<file path="config.mk">
export PLATFORM = sky130hd
export DESIGN_NAME = score_sheet_controller
export DESIGN_NICKNAME = d
export VERILOG_FILES = /design/src/rtl/score_sheet_controller.sv
export SDC_FILE = /design/constraint.sdc
export NUM_CORES = 1
export LEC_CHECK = 0
export CORE_ASPECT_RATIO = 1.4
export CORE_UTILIZATION = 52
export CTS_CLUSTER_SIZE = 30
export DETAILED_ROUTE_END_ITERATION = 10
export PLACE_DENSITY = 0.82
export SYNTH_ARGS = -nofsm -noshare
export SYNTH_HDL_FRONTEND = slang
export SYNTH_SLANG_ARGS = --single-unit
export TNS_END_PERCENT = 5
</file>
<file path="constraint.sdc">
create_clock -name clk -period 8.82 [get_ports clk]
set_clock_uncertainty 0.2 [all_clocks]
set_input_delay 1.764 -clock clk [delete_from_list [all_inputs] [get_ports clk]]
set_output_delay 1.764 -clock clk [all_outputs]
set_load 0.01 [all_outputs]
</file>
<file path="src/rtl/score_sheet_controller.sv">
`default_nettype none
// ============================================================================
// score_sheet_controller
// Dice-game score sheet: best-unused-category sweep, score commit, totals.
// Rev 1.0
// ============================================================================
module score_sheet_controller #(
  parameter int NUM_CAT      = 12,
  parameter int BONUS_THRESH = 63,
  parameter int BONUS_VAL    = 35
) (
  input  logic       clk,
  input  logic       reset_n,
  input  logic       sweep_start,
  input  logic       commit_req,
  input  logic [3:0] commit_cat,
  input  logic       player,
  input  logic [7:0] calc_score,
  output logic [3:0] cat_sel,
  output logic       busy,
  output logic       sweep_done,
  output logic [3:0] best_cat,
  output logic [7:0] best_score,
  output logic       commit_ack,
  output logic       commit_err,
  output logic [8:0] p1_total,
  output logic [8:0] p2_total,
  output logic       game_over
);

  localparam logic [1:0] S_IDLE   = 2'd0;
  localparam logic [1:0] S_SWEEP  = 2'd1;
  localparam logic [1:0] S_COMMIT = 2'd2;
  localparam logic [1:0] S_REPORT = 2'd3;

  localparam logic [1:0] K_NONE = 2'd0;
  localparam logic [1:0] K_DONE = 2'd1;
  localparam logic [1:0] K_ACK  = 2'd2;
  localparam logic [1:0] K_ERR  = 2'd3;

  localparam logic [3:0] C_LAST_CAT = 4'(NUM_CAT - 1);
  localparam logic [3:0] C_NO_CAT   = 4'hF;

  logic [1:0]         r_state;
  logic [1:0]         w_next_state;
  logic [1:0]         r_kind;
  logic               r_player;
  logic [7:0]         r_score [2][NUM_CAT];
  logic [NUM_CAT-1:0] r_used  [2];
  logic               r_cand_valid;
  logic [3:0]         r_cand_cat;
  logic [7:0]         r_cand_score;

  logic [NUM_CAT-1:0] w_cat_hit;
  logic               w_cat_valid;
  logic               w_cat_used;
  logic               w_take;
  logic [3:0]         w_next_cat;
  logic [7:0]         w_next_score;
  logic [8:0]         w_upper [2];
  logic [8:0]         w_lower [2];
  logic [8:0]         w_total [2];

  // One-hot decode of cat_sel; all-zero when cat_sel is out of range.
  always_comb begin
    w_cat_hit = '0;
    for (int i = 0; i < NUM_CAT; i++) begin
      w_cat_hit[i] = (cat_sel == 4'(i));
    end
  end

  assign w_cat_valid  = |w_cat_hit;
  assign w_cat_used   = |(w_cat_hit & r_used[r_player]);
  // Strict greater-than keeps the lowest index on ties.
  assign w_take       = w_cat_valid && !w_cat_used &&
                        (!r_cand_valid || (calc_score > r_cand_score));
  assign w_next_cat   = w_take ? cat_sel    : r_cand_cat;
  assign w_next_score = w_take ? calc_score : r_cand_score;

  always_ff @(posedge clk or negedge reset_n) begin
    if (!reset_n) begin
      r_state <= S_IDLE;
    end else begin
      r_state <= w_next_state;
    end
  end

  always_comb begin
    w_next_state = r_state;
    case (r_state)
      S_IDLE: begin
        if (commit_req) begin
          w_next_state = S_COMMIT;
        end else if (sweep_start) begin
          w_next_state = S_SWEEP;
        end
      end
      S_SWEEP: begin
        if (cat_sel == C_LAST_CAT) begin
          w_next_state = S_REPORT;
        end
      end
      S_COMMIT: w_next_state = S_REPORT;
      S_REPORT: w_next_state = S_IDLE;
      default:  w_next_state = S_IDLE;
    endcase
  end

  always_comb begin
    busy       = (r_state != S_IDLE);
    sweep_done = (r_state == S_REPORT) && (r_kind == K_DONE);
    commit_ack = (r_state == S_REPORT) && (r_kind == K_ACK);
    commit_err = (r_state == S_REPORT) && (r_kind == K_ERR);
    game_over  = (&r_used[0]) && (&r_used[1]);
  end

  always_ff @(posedge clk or negedge reset_n) begin
    if (!reset_n) begin
      cat_sel      <= '0;
      r_player     <= 1'b0;
      r_kind       <= K_NONE;
      r_cand_valid <= 1'b0;
      r_cand_cat   <= C_NO_CAT;
      r_cand_score <= '0;
      best_cat     <= C_NO_CAT;
      best_score   <= '0;
      r_used[0]    <= '0;
      r_used[1]    <= '0;
      for (int p = 0; p < 2; p++) begin
        for (int i = 0; i < NUM_CAT; i++) begin
          r_score[p][i] <= '0;
        end
      end
    end else begin
      case (r_state)
        S_IDLE: begin
          r_kind <= K_NONE;
          if (commit_req) begin
            r_player <= player;
            cat_sel  <= commit_cat;
          end else if (sweep_start) begin
            r_player     <= player;
            cat_sel      <= '0;
            r_cand_valid <= 1'b0;
            r_cand_cat   <= C_NO_CAT;
            r_cand_score <= '0;
          end
        end
        S_SWEEP: begin
          r_cand_valid <= r_cand_valid | w_take;
          r_cand_cat   <= w_next_cat;
          r_cand_score <= w_next_score;
          if (cat_sel == C_LAST_CAT) begin
            best_cat   <= w_next_cat;
            best_score <= w_next_score;
            r_kind     <= K_DONE;
          end else begin
            cat_sel <= cat_sel + 4'd1;
          end
        end
        S_COMMIT: begin
          if (!w_cat_valid || w_cat_used) begin
            r_kind <= K_ERR;
          end else begin
            r_kind           <= K_ACK;
            r_used[r_player] <= r_used[r_player] | w_cat_hit;
            for (int i = 0; i < NUM_CAT; i++) begin
              if (w_cat_hit[i]) begin
                r_score[r_player][i] <= calc_score;
              end
            end
          end
        end
        default: r_kind <= K_NONE;
      endcase
    end
  end

  // Categories 0..5 form the upper section that qualifies for the bonus.
  always_comb begin
    for (int p = 0; p < 2; p++) begin
      w_upper[p] = '0;
      w_lower[p] = '0;
      for (int i = 0; i < NUM_CAT; i++) begin
        if (i < 6) begin
          w_upper[p] = w_upper[p] + 9'(r_score[p][i]);
        end else begin
          w_lower[p] = w_lower[p] + 9'(r_score[p][i]);
        end
      end
      w_total[p] = w_upper[p] + w_lower[p] +
                   ((w_upper[p] >= 9'(BONUS_THRESH)) ? 9'(BONUS_VAL) : 9'd0);
    end
  end

  assign p1_total = w_total[0];
  assign p2_total = w_total[1];

endmodule
`default_nettype wire

</file>
Yosys cells after proc, flatten, opt, wreduce, memory -nomap -nowiden
Index checks and enable logic that the tools add are counted.

Flip-flop bits (word level): 250. Word-level logic and storage cells: 221.

$add $sub $neg: 25. $lt $le $gt $ge: 5. Equality and inequality tests: 22. Muxes and demuxes: 102. Bitwise gates (word level): 5. Reductions and logical operators: 27.

Operator list (number): $mux 192 (34); $bwmux 192 (12); $demux 96 s1 (12); $add 9x8->9 (16); $mux 96 (1); $mux 88 (1); $mux 80 (1); $mux 72 (1); $mux 64 (1); $mux 56 (1); $mux 12 (4); $mux 48 (1); $mux 40 (1); $add 8x8->9 (4); $mux 32 (1); $mux 8 (4); $bwmux 24 (1); $mux 24 (1); $mux 4 (6); $reduce_and 12->1 (2); $reduce_or 12->1 (2); $add 9x6->9 (2); $add 9x9->9 (2); $ge 9x6->1 const B (2); 35 further kinds (73).

Depth between registers and ports, before layout
Depth after elaboration: 51. Gate-level depth with buffers: 28.

Least setup slack after synthesis
No wires, ideal clock.

Path type: flip-flop to output port. Start: register r_score[73] in the netlist's numbering. End: output port p2_total[8]. Arrival time: 6.454 ns. Data required time: 6.856 ns. Path slack: 0.402 ns. Stages on the path, launching flop included: 25. Path buffers: 0. Cells stage by stage: dfrtp_1 -> fa_1 -> inv_1 -> fa_1 -> inv_1 -> fa_1 -> ha_1 -> fa_1 -> a21o_1 -> a21oi_1 -> o21bai_1 -> a21oi_1 -> xnor2_1 -> or3b_2 -> fa_1 -> inv_1 -> fa_1 -> fa_1 -> inv_1 -> ha_1 -> o21ai_0 -> o21bai_1 -> a21oi_1 -> xnor2_1 -> xnor2_1.

Cells in the longest elaborated chain, start to end: 7. Elaborated cells on any way between the ends: 8. Classes of those cells: 6 x add/sub; 1 x order compare; 1 x mux.

RTL lines: start: declaration (RTL line 48) `logic [7:0] r_score [2][NUM_CAT];`; start signal: indexed assignment (RTL line 169) `r_score[r_player][i] <= calc_score;`; $add 9x8->9 * (4 in series) (RTL line 186) `w_upper[p] = w_upper[p] + 9'(r_score[p][i]);`; $ge 9x6->1 (RTL line 192) `((w_upper[p] >= 9'(BONUS_THRESH)) ? 9'(BONUS_VAL) : 9'd0);`; $mux 6 (RTL line 192); $add 9x6->9 * (RTL line 191) `w_total[p] = w_upper[p] + w_lower[p] +`; end: declaration (RTL line 27) `output logic [8:0] p2_total,`.

Mark *: on every way between the ends. The rest lies on a longest branch, timed or not.

Worst setup path after layout
Start: register r_score[147] in the netlist's numbering. End: output port p1_total[8].

Cells in the longest elaborated chain, start to end: 4. Elaborated cells on any way between the ends: 5. Classes of those cells: 3 x add/sub; 1 x order compare; 1 x mux.

RTL lines: $add 9x8->9 * (RTL line 186); $ge 9x6->1 (RTL line 192); $mux 6 (RTL line 192); $add 9x6->9 * (RTL line 191); end: declaration (RTL line 26) `output logic [8:0] p1_total,`.

Marked as above.

==> impl_metrics.yaml <==
run_status:
  status: "complete, but fails checks"
  violations: "setup timing"
synth:
  synth_edf_count: 0
  ys_ff_latch: 250
  ys_warn_count: 0
  synth_ff_type: "dfrtp_1"
  synth_async_sr_flop_share_pct: 100
  ys_types: 56
  syn_area_um2: 15500
  synth_nets: 1468
  ys_seq_area_share_pct: 40.3
  syn_area_per_cell_um2: 12.4
  synthCells: 1250
placed_design:
  numPortBuffers: 55
  globalplace.congestion: 0.863
  dp_hpwl_um: 22800
  dp.cells: 1672
layout:
  stdcell_count: 1718
  drive_gt1_share_pct: 25.7
  fillerInstances: 2223
  multiInputGateArea_um2: 8270
  fin_nets: 1539
  final_cell_mix: "242 x inv_1, 242 x dfrtp_1, 190 x mux2_2"
  regArea_um2: 6270
  diodes: 0
  post-route-util_pct: 60.2
  syn_to_final_growth_pct: 13.2
timing:
  setup_viol: 2
  fmax_ghz: 0.112
  relSlewSlack_pct: 22.5
  slew_viol_final: 0
  hold_viol: 0
  tightest_slew_ns: 1.16
  hold_ws_ns: 0.286
  post-route-period-util_pct: 102
  setup_tns_ns: -0.197
  period_needed_ns: 8.96
  rsz0062_at_grt: "yes"
  fin_ws_ns: -0.135
worst_setup_path:
  crit_fanout: 2
  critPathCaptureType: "output port"
  cp.required_ns: 6.86
  crit_path_start_kind: "register"
  cp_data_arrival_time_ns: 6.99
  cpPeakStageDelay_ns: 0.54
  critical-path-slowest-cell: "fa_1"
  criticalPathCategory: "register to output port"
clocking:
  htreeDepth: 1
  cts_buffers: 24
  hold_buffers: 0
  cts_tree: "built"
  cts_sinks: 250
  clock_latency_ns: 0.55
  cts_root_buffer: "clkbuf_16"
  clkSlewWorstSetupHoldPaths_ns: 0.06
  clock_path_buffers: 3
hold_path:
  hp-class: "register to register"
drt:
  drtIter0Drc: 444
  via_count: 9429
  wire_per_inst_um: 18.9
  vias_per_cell: 5.49
  postRouteAntennaNets: 0
  drc: 0
  first_pass_iters: 4
  wl_um: 32500
floorplanning:
  num_rows: 74
  core-area_um2: 29300
  initial_utilization_pct: 53.1
  dieArea_um2: 30600
  die_width_um: 148
  io_pins: 56
  die_h_um: 207
flow_run:
  cap_violations: 0
global_routing:
  grt_max_degree: 183
  antenna_found_initial: 0
  first_global_vias: 10700
  grt_pass1_wl_um: 54300
  overflow: 0
  track_usage_pct: 22.9
## what timing repair did
| item | in CTS | in global routing |
|---|---|---|
| pin swaps | 12 | 40 |
| endpoints found under the setup margin | 12 | 12 |
| gates resized for setup | 31 | 39 |
| buffers inserted | 0 | 3 |
## sequential cells by signal (all words and copies together) (netlist names)
register	cells
best_cat	4
best_score	8
cat_sel	4
r_cand_cat	4
r_cand_score	8
r_cand_valid	1
r_kind	2
r_player	1
r_score	192
r_state	2
r_used	24
## synth_stat cells (all sizes together) (15+ instances only)
cell,instances,share of area (%)
xnor2,33,1.9
nand2,33,0.80
ha,59,4.7
nand2b,27,1.1
inv,250,6.0
mux2,200,15
clkbuf,29,0.71
dfrtp,242,39
buf,15,0.71
nand3,20,1.8
a21oi,38,1.2
fa,142,18
nand4,17,1.5
## worst max-delay path: cells and delay by family, from the launching register on
kind,cells,cell delay (ns)
flops,1,0.34
fa+ha+maj,9,3.72
compound gates,4,0.60
simple gates,5,0.84
buf+inv,7,0.54
xor+xnor,3,0.39
## kinds of logic after synthesis
kind of cell / synth area share, %
compound gates: 5.21
xor+xnor: 2.03
simple gates: 6.99
buf+inv: 7.48
fa+ha+maj: 23.0
flops: 40.3
mux: 15.0
## layout make-up
type | count | share of cell area [%]
Multi-Input combinational cell | 705 | 47.0
Clock buffer | 29 | 3.70
Timing Repair Buffer | 89 | 4.49
Sequential cell | 250 | 35.6
Tap cell | 380 | 2.70
Clock inverter | 14 | 1.20
Inverter | 251 | 5.35
## final timing paths
check	from	endpoint	slack [ns]	depth (start not counted)
worst max-delay path	r_score[147]	p1_total[8]	-0.14	28
worst min-delay path	r_used[10]	r_used[10]	0.29	1
worst max register to register	cat_sel[0]	r_score[76]	4.50	10
worst min register to register	r_used[10]	r_used[10]	0.29	1
max in group asynchronous	reset_n	r_score[86]	6.11	2
min in group asynchronous	reset_n	r_score[172]	0.97	1
## metal layers
layer,share of wire [%],track usage [%],vias up
li1,-,-,4220
met1,38,26.0,4929
met2,54,41.7,195
met3,3.2,2.68,85
met4,5.1,12.7,0
met5,0,0,-
## per-stage QoR
| stage | instance area [um^2] | worst slack (ns) |
|---|---|---|
| floorplan | 15500 | 0.402 |
| global placement | 16600 | -0.171 |
| detailed placement | 16600 | -0.294 |
| CTS | 17500 | -0.234 |
| global route | 17600 | -0.459 |
| finish | 17600 | -0.135 |
Power is left out: the tool's default activity adds up to more than one toggle a clock period on the data nets, which glitch-free logic cannot reach.
